==> src/rtl/fetch_ctrl_pkg.sv <==
// Shared widths, FSM state encoding and small address helpers for the
// instruction-fetch controller.
package fetch_ctrl_pkg;

    localparam int WORD_LEN  = 32;
    localparam int ADDR_SIZE = 32;

    typedef enum logic [2:0] {
        ST_IDLE = 3'd0,
        ST_REQ  = 3'd1,
        ST_WAIT = 3'd2,
        ST_HOLD = 3'd3,
        ST_DROP = 3'd4
    } fetch_state_t;

    // Redirect targets are forced onto a word boundary.
    function automatic logic [ADDR_SIZE-1:0] align_pc(input logic [ADDR_SIZE-1:0] pc);
        return pc & ~{{(ADDR_SIZE-2){1'b0}}, 2'b11};
    endfunction

endpackage

==> src/rtl/fetch_ctrl_if.sv <==
// Instruction-memory request/response and fetch-to-decode handshake bundle.
interface fetch_ctrl_if;
    import fetch_ctrl_pkg::*;

    logic                 imem_req;
    logic [ADDR_SIZE-1:0] imem_addr;
    logic                 imem_gnt;
    logic                 imem_rvalid;
    logic [WORD_LEN-1:0]  imem_rdata;
    logic                 if_valid;
    logic [ADDR_SIZE-1:0] if_pc;
    logic [WORD_LEN-1:0]  if_instr;
    logic                 id_ready;

    modport master (
        output imem_req, imem_addr, if_valid, if_pc, if_instr,
        input  imem_gnt, imem_rvalid, imem_rdata, id_ready
    );

    modport slave (
        input  imem_req, imem_addr, if_valid, if_pc, if_instr,
        output imem_gnt, imem_rvalid, imem_rdata, id_ready
    );

endinterface

==> src/rtl/fetch_ctrl_addr_adder1.sv <==
// Sequential-PC incrementer: next word address.
module addr_adder1
    import fetch_ctrl_pkg::*;
(
    input  logic [ADDR_SIZE-1:0] a,
    output logic [ADDR_SIZE-1:0] y
);

    assign y = a + 32'd4;

endmodule

==> src/rtl/fetch_ctrl.sv <==
// Instruction-fetch controller: one outstanding memory request, a one-entry
// holding register towards decode, and redirect handling with stale-response drop.
module fetch_ctrl
    import fetch_ctrl_pkg::*;
#(
    parameter logic [31:0] RESET_VEC = 32'h80000000
)(
    input  logic                 clk,
    input  logic                 reset,
    input  logic [ADDR_SIZE-1:0] pc_cur,
    output logic                 pc_en,
    output logic [ADDR_SIZE-1:0] pc_next,
    input  logic                 redirect,
    input  logic [ADDR_SIZE-1:0] redirect_pc,
    input  logic                 stall,
    output logic [31:0]          fetch_cnt,
    fetch_ctrl_if.master         bus
);

    // RESET_VEC only mirrors the external PC register reset value.
    if (RESET_VEC[1:0] != 2'b00) begin : g_bad_reset_vec
        $error("RESET_VEC must be word aligned");
    end

    fetch_state_t         state_r, state_s;
    logic [ADDR_SIZE-1:0] pc_plus4_s;
    logic [ADDR_SIZE-1:0] if_pc_r;
    logic [WORD_LEN-1:0]  if_instr_r;
    logic [31:0]          fetch_cnt_r;
    logic                 req_s, accept_s, outstanding_s;
    logic                 capture_pc_s, capture_instr_s, count_s;

    addr_adder1 u_pc_add (.a(pc_cur), .y(pc_plus4_s));

    assign req_s    = (state_r == ST_REQ) && !stall;
    assign accept_s = req_s && bus.imem_gnt;
    // A response is still owed if a request was just granted or has not yet returned.
    assign outstanding_s = accept_s
                         || ((state_r == ST_WAIT) && !bus.imem_rvalid)
                         || ((state_r == ST_DROP) && !bus.imem_rvalid);

    assign bus.imem_req  = req_s;
    assign bus.imem_addr = pc_cur;
    assign bus.if_pc     = if_pc_r;
    assign bus.if_instr  = if_instr_r;
    assign fetch_cnt     = fetch_cnt_r;

    // Next-state, PC update and handshake decode.
    always_comb begin
        state_s         = state_r;
        pc_en           = 1'b0;
        pc_next         = {ADDR_SIZE{1'b0}};
        bus.if_valid    = 1'b0;
        capture_pc_s    = 1'b0;
        capture_instr_s = 1'b0;
        count_s         = 1'b0;
        if (redirect) begin
            pc_en   = 1'b1;
            pc_next = align_pc(redirect_pc);
            state_s = outstanding_s ? ST_DROP : ST_REQ;
        end else begin
            case (state_r)
                ST_IDLE: state_s = ST_REQ;
                ST_REQ: begin
                    if (accept_s) begin
                        pc_en        = 1'b1;
                        pc_next      = pc_plus4_s;
                        capture_pc_s = 1'b1;
                        state_s      = ST_WAIT;
                    end else begin
                        state_s = ST_REQ;
                    end
                end
                ST_WAIT: begin
                    if (bus.imem_rvalid) begin
                        capture_instr_s = 1'b1;
                        state_s         = ST_HOLD;
                    end else begin
                        state_s = ST_WAIT;
                    end
                end
                ST_HOLD: begin
                    bus.if_valid = 1'b1;
                    if (bus.id_ready) begin
                        count_s = 1'b1;
                        state_s = ST_REQ;
                    end else begin
                        state_s = ST_HOLD;
                    end
                end
                ST_DROP: begin
                    if (bus.imem_rvalid) begin
                        state_s = ST_REQ;
                    end else begin
                        state_s = ST_DROP;
                    end
                end
                default: state_s = ST_IDLE;
            endcase
        end
    end

    // State register.
    always_ff @(posedge clk or posedge reset) begin
        if (reset) begin
            state_r <= ST_IDLE;
        end else begin
            state_r <= state_s;
        end
    end

    // Presented PC/instruction and transfer counter.
    always_ff @(posedge clk or posedge reset) begin
        if (reset) begin
            if_pc_r     <= {ADDR_SIZE{1'b0}};
            if_instr_r  <= {WORD_LEN{1'b0}};
            fetch_cnt_r <= 32'd0;
        end else begin
            if (capture_pc_s)    if_pc_r     <= pc_cur;
            if (capture_instr_s) if_instr_r  <= bus.imem_rdata;
            if (count_s)         fetch_cnt_r <= fetch_cnt_r + 32'd1;
        end
    end

endmodule

==> src/flat_wrapper.sv <==
// flat-port wrapper written by rule: the top's interface ports become plain ports
module fetch_ctrl_flat import fetch_ctrl_pkg::*;
#(
    parameter logic [31:0] RESET_VEC = 32'h80000000
)
  (clk, reset, pc_cur, pc_en, pc_next, redirect, redirect_pc, stall, fetch_cnt, bus_imem_req, bus_imem_addr, bus_if_valid, bus_if_pc, bus_if_instr, bus_imem_gnt, bus_imem_rvalid, bus_imem_rdata, bus_id_ready);
  fetch_ctrl_if bus_i ();
  input  logic clk;
  input  logic reset;
  input  logic [ADDR_SIZE-1:0] pc_cur;
  output logic pc_en;
  output logic [ADDR_SIZE-1:0] pc_next;
  input  logic redirect;
  input  logic [ADDR_SIZE-1:0] redirect_pc;
  input  logic stall;
  output logic [31:0] fetch_cnt;
  output wire logic [$bits(bus_i.imem_req)-1:0] bus_imem_req;
  output wire logic [$bits(bus_i.imem_addr)-1:0] bus_imem_addr;
  output wire logic [$bits(bus_i.if_valid)-1:0] bus_if_valid;
  output wire logic [$bits(bus_i.if_pc)-1:0] bus_if_pc;
  output wire logic [$bits(bus_i.if_instr)-1:0] bus_if_instr;
  input wire logic [$bits(bus_i.imem_gnt)-1:0] bus_imem_gnt;
  input wire logic [$bits(bus_i.imem_rvalid)-1:0] bus_imem_rvalid;
  input wire logic [$bits(bus_i.imem_rdata)-1:0] bus_imem_rdata;
  input wire logic [$bits(bus_i.id_ready)-1:0] bus_id_ready;
  assign bus_imem_req = bus_i.imem_req;
  assign bus_imem_addr = bus_i.imem_addr;
  assign bus_if_valid = bus_i.if_valid;
  assign bus_if_pc = bus_i.if_pc;
  assign bus_if_instr = bus_i.if_instr;
  assign bus_i.imem_gnt = bus_imem_gnt;
  assign bus_i.imem_rvalid = bus_imem_rvalid;
  assign bus_i.imem_rdata = bus_imem_rdata;
  assign bus_i.id_ready = bus_id_ready;
  fetch_ctrl #(.RESET_VEC(RESET_VEC)) u_core (.clk(clk), .reset(reset), .pc_cur(pc_cur), .pc_en(pc_en), .pc_next(pc_next), .redirect(redirect), .redirect_pc(redirect_pc), .stall(stall), .fetch_cnt(fetch_cnt), .bus(bus_i));
endmodule
==> config.mk <==
export PLATFORM = sky130hd
export DESIGN_NAME = fetch_ctrl_flat
export DESIGN_NICKNAME = d
export VERILOG_FILES = /design/src/rtl/fetch_ctrl_pkg.sv /design/src/rtl/fetch_ctrl_if.sv /design/src/rtl/fetch_ctrl_addr_adder1.sv /design/src/rtl/fetch_ctrl.sv /design/src/flat_wrapper.sv
export SDC_FILE = /design/constraint.sdc
export NUM_CORES = 1
export LEC_CHECK = 0
export ABC_AREA = 0
export CAP_MARGIN = 20
export CELL_PAD_IN_SITES_DETAIL_PLACEMENT = 0
export CELL_PAD_IN_SITES_GLOBAL_PLACEMENT = 1
export CORE_ASPECT_RATIO = 0.5
export CORE_MARGIN = 3
export CORE_UTILIZATION = 30
export DETAILED_ROUTE_END_ITERATION = 10
export GPL_TIMING_DRIVEN = 0
export PLACE_DENSITY_LB_ADDON = 0.2
export SLEW_MARGIN = 10
export SYNTH_ARGS = -nofsm -noshare
export SYNTH_HDL_FRONTEND = slang
export SYNTH_SLANG_ARGS = --single-unit
==> constraint.sdc <==
create_clock -name clk -period 3.4 [get_ports clk]
set_clock_uncertainty 0.05 [all_clocks]
set_input_delay 0.34 -clock clk [delete_from_list [all_inputs] [get_ports clk]]
set_output_delay 0.34 -clock clk [all_outputs]
set_load 0.01 [all_outputs]
== Word-level counts from Yosys, hierarchy flattened ==
Index checks and enable logic that the tools add are counted.

* Output and inout port bits: 163
* Register bits after elaboration: 99
* Logic and storage cells: 41

* Reduce and logical (&&, ||, !) cells: 9
* Eq/ne operators: 4
* Add/sub/neg operators: 2
* Mux-type cells: 22

{| class="wikitable"
|+ Operators by type and width
! cell !! count
|-
| $mux 32 || 3
|-
| $add 32x1->32 const B || 1
|-
| $add 32x3->32 const B || 1
|-
| $pmux 3 s5 || 1
|-
| $mux 1 || 13
|-
| $mux 3 || 3
|-
| $eq 3x2->1 const B || 2
|-
| $logic_and 1x1->1 || 4
|-
| $mux 2 || 2
|-
| $eq 3x1->1 const B || 1
|-
| $eq 3x3->1 const B || 1
|-
| $logic_not 3->1 || 1
|-
| $logic_not 1->1 || 2
|-
| $logic_or 1x1->1 || 2
|}

== Logic depth before layout (Yosys ltp) ==
* Word-level depth: 7
* Mapped depth: 7
* Depth with buffers taken out: 5

== Hierarchy ==
A second synthesis with hierarchy kept.

* Cell total of the unflattened synthesis: 514
* Area total of the unflattened synthesis: 5464.0 µm²

{| class="wikitable"
|+ Modules (own cells, without submodules)
! module !! sequential area each (µm²) !! cells each !! times used !! area an instance (µm²)
|-
| fetch_ctrl || 2477.4 || 431 || 1 || 4883.4
|-
| addr_adder1 || 0.0 || 83 || 1 || 580.6
|}

== Worst setup path before layout ==
OpenSTA, ideal clock, no wires.

* Path kind: input port to output port
* From: input port pc_cur[2]
* To: output port pc_next[28]
* Slack: 1.082 ns
* Stages: 6
* Arrival: 1.928 ns
* Buffers on the path: 1
* Path through: ha_1 -> nand3_2 -> or4_1 -> clkbuf_1 -> or4_1 -> nand3_1

* Word-level cells in the longest chain between the ends: 4

{| class="wikitable"
|+ Ends and longest elaborated chain
! element !! RTL line !! text
|-
| start, declared || flat_wrapper.sv:10 || <nowiki>input logic [ADDR_SIZE-1:0] pc_cur;</nowiki>
|-
| $add 32x3->32 || fetch_ctrl_addr_adder1.sv:9 || <nowiki>assign y = a + 32'd4;</nowiki>
|-
| $mux 32 || fetch_ctrl.sv:65 || <nowiki>if (accept_s) begin</nowiki>
|-
| $mux 32 || fetch_ctrl.sv:62 || <nowiki>case (state_r)</nowiki>
|-
| $mux 32 || fetch_ctrl.sv:57 || <nowiki>if (redirect) begin</nowiki>
|-
| end, declared || flat_wrapper.sv:12 || <nowiki>output logic [ADDR_SIZE-1:0] pc_next;</nowiki>
|}

No other way between the ends.

== Final worst setup path ==
* From: register u_core.state_r[1]
* To: output port pc_next[7]

* Word-level cells in the longest chain between the ends: 6

{| class="wikitable"
|+ Ends and longest elaborated chain
! element !! RTL line !! text
|-
| start, declared || fetch_ctrl.sv:25 || <nowiki>fetch_state_t state_r, state_s;</nowiki>
|-
| start signal, assigned || fetch_ctrl.sv:108 || <nowiki>state_r <= state_s;</nowiki>
|-
| $eq 3x1->1 * || fetch_ctrl.sv:35, fetch_ctrl.sv:62 ||
|-
| $logic_and 1x1->1 || fetch_ctrl.sv:35 || <nowiki>assign req_s = (state_r == ST_REQ) && !stall;</nowiki>
|-
| $logic_and 1x1->1 || fetch_ctrl.sv:36 || <nowiki>assign accept_s = req_s && bus.imem_gnt;</nowiki>
|-
| $mux 32 || fetch_ctrl.sv:65 ||
|-
| $mux 32 * || fetch_ctrl.sv:62 ||
|-
| $mux 32 * || fetch_ctrl.sv:57 ||
|}

Mark *: on every way between the ends. The rest lies on a longest branch, timed or not.

==> flow_summary_export.csv <==
group,metric,value,unit
outcome,result_of_the_run,"finished clean",
critical_path,cpPeakStageDelay,0.59,ns
placed_design,post-place-cells,1002,
global_route,globalRouteOverflowTotal,0,
clock_tree,clk_latency,0.35,ns
floorplan,fp.coreArea,17500,sq um
clock_tree,cts.htree.levels,3,
floorplan,pin_count,266,
sta,fin_crit_sh,95.8,%
yosys,synth.cell_area,5420,sq um
critical_path,path_cells,"or4b_4 -> or3_1 -> buf_2 -> clkbuf_2 -> o21ai_0 -> clkdlybuf4s50_1",
sta,slew_headroom,42.2,%
sta,worstMarginPinSlew,0.860,ns
clock_tree,cts.reportedPaths.clkPinSlew,0.08,ns
critical_path,crit_start,"u_core.state_r[1]$_DFF_PP0_",
clock_tree,cts.hold.buffers_added,0,
flow_run,drv.max_cap_violation_count,0,
finish,diodes,0,
drt,wl_per_cell,17.2,microns
finish,layout.cell_area.non_filler,8750,sq um
sta,finalCriticalPeriod,3.26,ns
yosys,ys_seq_elements,99,
yosys,synthTopCellsByCount,"99 x sky130_fd_sc_hd__dfrtp_1, 51 x sky130_fd_sc_hd__nand2_1, 37 x sky130_fd_sc_hd__xnor2_1, 33 x sky130_fd_sc_hd__mux2_2, 32 x sky130_fd_sc_hd__buf_4",
yosys,synth_most_common_cell,"sky130_fd_sc_hd__dfrtp_1",
finish,layout-drive-gt1-share,18.6,%
power_and_ir_drop,leakage,3.82,nW
yosys,synth_enable_flop_cells,0,
drt,initialDrtViolationCount,118,
drt,antenna_violating_nets_post_route,0,
worst_hold_path,timing.hold.worst.start,"pc_cur[15]",
worst_hold_path,min_path_cells,2,
critical_path,reg2reg_from,"u_core.fetch_cnt[8]$_DFFE_PP0P_",
worst_hold_path,hold_path.class,"in2reg",
global_route,grt.total_usage,17.5,%
sta,timing.final.max_slew_violations,0,
critical_path,worst_r2r_path_depth,5,
yosys,asyncSetResetFlopFracSynth,100,%
clock_tree,cts_tree,"yes",
placed_design,place_congestion,0.795,
drt,drtPass1Iterations,4,
placed_design,pre_cts_ws,-0.352,ns
yosys,area_share_of_the_largest_cell_type_after_synthesis,45.7,%
global_route,grt_pass1_wl,27300,microns
critical_path,crit_slowest_cell,"sky130_fd_sc_hd__or4b_4",
clock_tree,cts_inserted_buffers,9,
clock_tree,clock_tree.buffer_depth,2,
finish,area_growth_syn_to_layout,61.5,%
critical_path,worstSetupEndpointType,"output pin",
yosys,synth_cells,504,
critical_path,cp.arrival,2.87,ns
critical_path,timing.reg2reg.setup_slack,0.98,ns
floorplan,floorplan.die.height,101,microns
clock_tree,cts_sinks,99,
critical_path,setup.worst_path.start_class,"flop",
placed_design,dp_hpwl,13200,microns
global_route,grt_antenna_before_repair,0,
sta,timing.fmax,307,MHz
critical_path,cp_data_required_time,3.01,ns
yosys,yosys-top-cells-area,"sky130_fd_sc_hd__dfrtp_1 46%, sky130_fd_sc_hd__mux2_2 6.9%, sky130_fd_sc_hd__mux2_4 6.7%, sky130_fd_sc_hd__xnor2_1 6.0%, sky130_fd_sc_hd__buf_4 4.4%",
global_route,grt_max_degree,55,
floorplan,die_width,196,microns
clock_tree,clock_tree_root_driver_cell,"sky130_fd_sc_hd__clkbuf_16",
critical_path,setup.worst_path.class,"reg2out",
drt,post-route-drc-count,0,
floorplan,design.die.area,19800,sq um
sta,rsz0062_at_grt,"false",
yosys,synthDistinctLibCells,50,
sta,timing.final.setup_violations,0,
yosys,synth.yosys.warnings,0,
sta,postLayoutSetupSlackWorst,0.141,ns
yosys,register_area_share_after_synthesis,45.7,%
critical_path,critical_path.n_buffers_inverters,3,
sta,hold_viol_final,0,
yosys,synth_top_cell_by_area,"sky130_fd_sc_hd__dfrtp_1",
worst_hold_path,endpoint_of_the_worst_hold_timing_path,"u_core.bus.if_pc[15]$_DFFE_PP0P_",
drt,vias_after_detailed_routing,4861,
drt,drt-vias-per-instance,4.76,
critical_path,timing.rr.end,"u_core.fetch_cnt[28]$_DFFE_PP0P_",
power_and_ir_drop,power.density,433,nW/um^2
finish,number_of_cells_in_the_finished_layout_apart_from_fillers,1021,
yosys,syn-num-nets,609,
power_and_ir_drop,vdd_ir_drop_max,268,uV
finish,num-nets-final,887,
placed_design,placed_area,8370,sq um
yosys,ys.flop_type,"sky130_fd_sc_hd__dfrtp_1",
drt,wirelength,17600,microns
global_route,grt_pass1_vias,4846,
critical_path,crit_path_max_fanout,10,
placed_design,io_buffer_count,263,
floorplan,standard_cell_rows,34,
yosys,syn_area_per_cell,10.7,sq um
critical_path,worst_path_dominant_cell_family,"buffers and inverters",
floorplan,starting_density,30.9,%
[report_power, final]
part           internal, mW  switching, mW
logic                 0.757          0.449
clock network         0.586          0.506
registers              1.37          0.117
[per-layer routing]
metal	global-route usage, %	wire [microns]	share of wire (%)
met5	0	0	0
met4	3.28	199	1.1
met3	5.84	1190	6.8
met2	28.4	8430	48
met1	23.1	7770	44
[sequential cells by signal, indices dropped and copies added, names as in the netlist]
register	flops
u_core.fetch_cnt	32
u_core.bus.if_pc	32
u_core.bus.if_instr	32
u_core.state_r	3
[metrics by stage]
stage / TNS, ns / util (%) / hold WS (ns) / power, mW
after global placement: -138.52 / 47.6 / 0.407 / 2.72
after detailed placement: -1.82 / 47.8 / 0.414 / 2.74
after CTS: 0 / 49.6 / 0.380 / 3.85
final: 0 / 49.9 / 0.311 / 3.79
after floorplan: 0 / - / 0.413 / 1.99
after global routing: 0 / 49.9 / 0.329 / 4.00
[placed cells by master, fill, tap and decap left out, drive strengths merged, types with 2 or more instances in the layout]
cell type,n
o211ai,9
nand3,25
or3,8
o21ai,19
dfrtp,99
o311a,3
dlygate4sd2,16
xor2,8
nand4,29
o31ai,2
nor2,16
and2,10
or4b,2
a21o,3
a221o,4
buf,46
ha,2
and4,7
inv,14
and3,7
mux2,57
o311ai,5
nand2,51
dlymetal6s2s,9
nor3,13
nor4,7
clkdlybuf4s50,237
xnor2,37
clkbuf,25
or4,5
[worst reg2reg max path: stages (launching register included)]
cell and delay, ns:
sky130_fd_sc_hd__dfrtp_1 0.45, sky130_fd_sc_hd__nand4_1 0.21, sky130_fd_sc_hd__nor4_2 0.80, sky130_fd_sc_hd__clkbuf_1 0.43, sky130_fd_sc_hd__nand4_1 0.19, sky130_fd_sc_hd__xnor2_1 0.17
[kinds of logic after synthesis]
family | after synthesis | share of synthesized area [%]
adder cells (fa/ha/maj) | 2 | 0.462
multiplexers | 57 | 13.5
flip-flops | 99 | 45.7
AO/OA/AOI/OAI | 49 | 6.40
buffers and inverters | 67 | 7.97
XOR/XNOR | 45 | 7.28
AND/OR/NAND/NOR | 185 | 18.6
[area by class of cell]
cell class                 instances  area [sq um]
timing repair buffer             268          2690
tap                              234           293
buffer                            56           395
clock inverter                     7          82.6
sequential                        99          2480
fill                            1656          8780
inverter                          10          42.5
multi-input combinational        338          2540
clock buffer                       9           225
[timing repair]
action | CTS | global route
resized for setup | 24 | 24
cloned | 0 | 0
setup endpoints to repair | 15 | 17
buffers inserted | 2 | 2
pin swaps | 2 | 2
[worst max path at each step]
stage | cells after the start | slack, ns | end
3_3_place_gp | 2 | -1.40 | u_core.bus.if_pc[0]$_DFFE_PP0P_
5_1_grt | 6 | 0.01 | pc_next[22]
3_5_place_dp | 8 | -0.35 | pc_next[28]
2_1_floorplan | 1 | 0.42 | u_core.bus.if_instr[0]$_DFFE_PP0P_
6_report | 6 | 0.14 | pc_next[7]
4_1_cts | 7 | 0.007 | pc_next[23]
No activity file was read; power rests on OpenSTA's default activity.
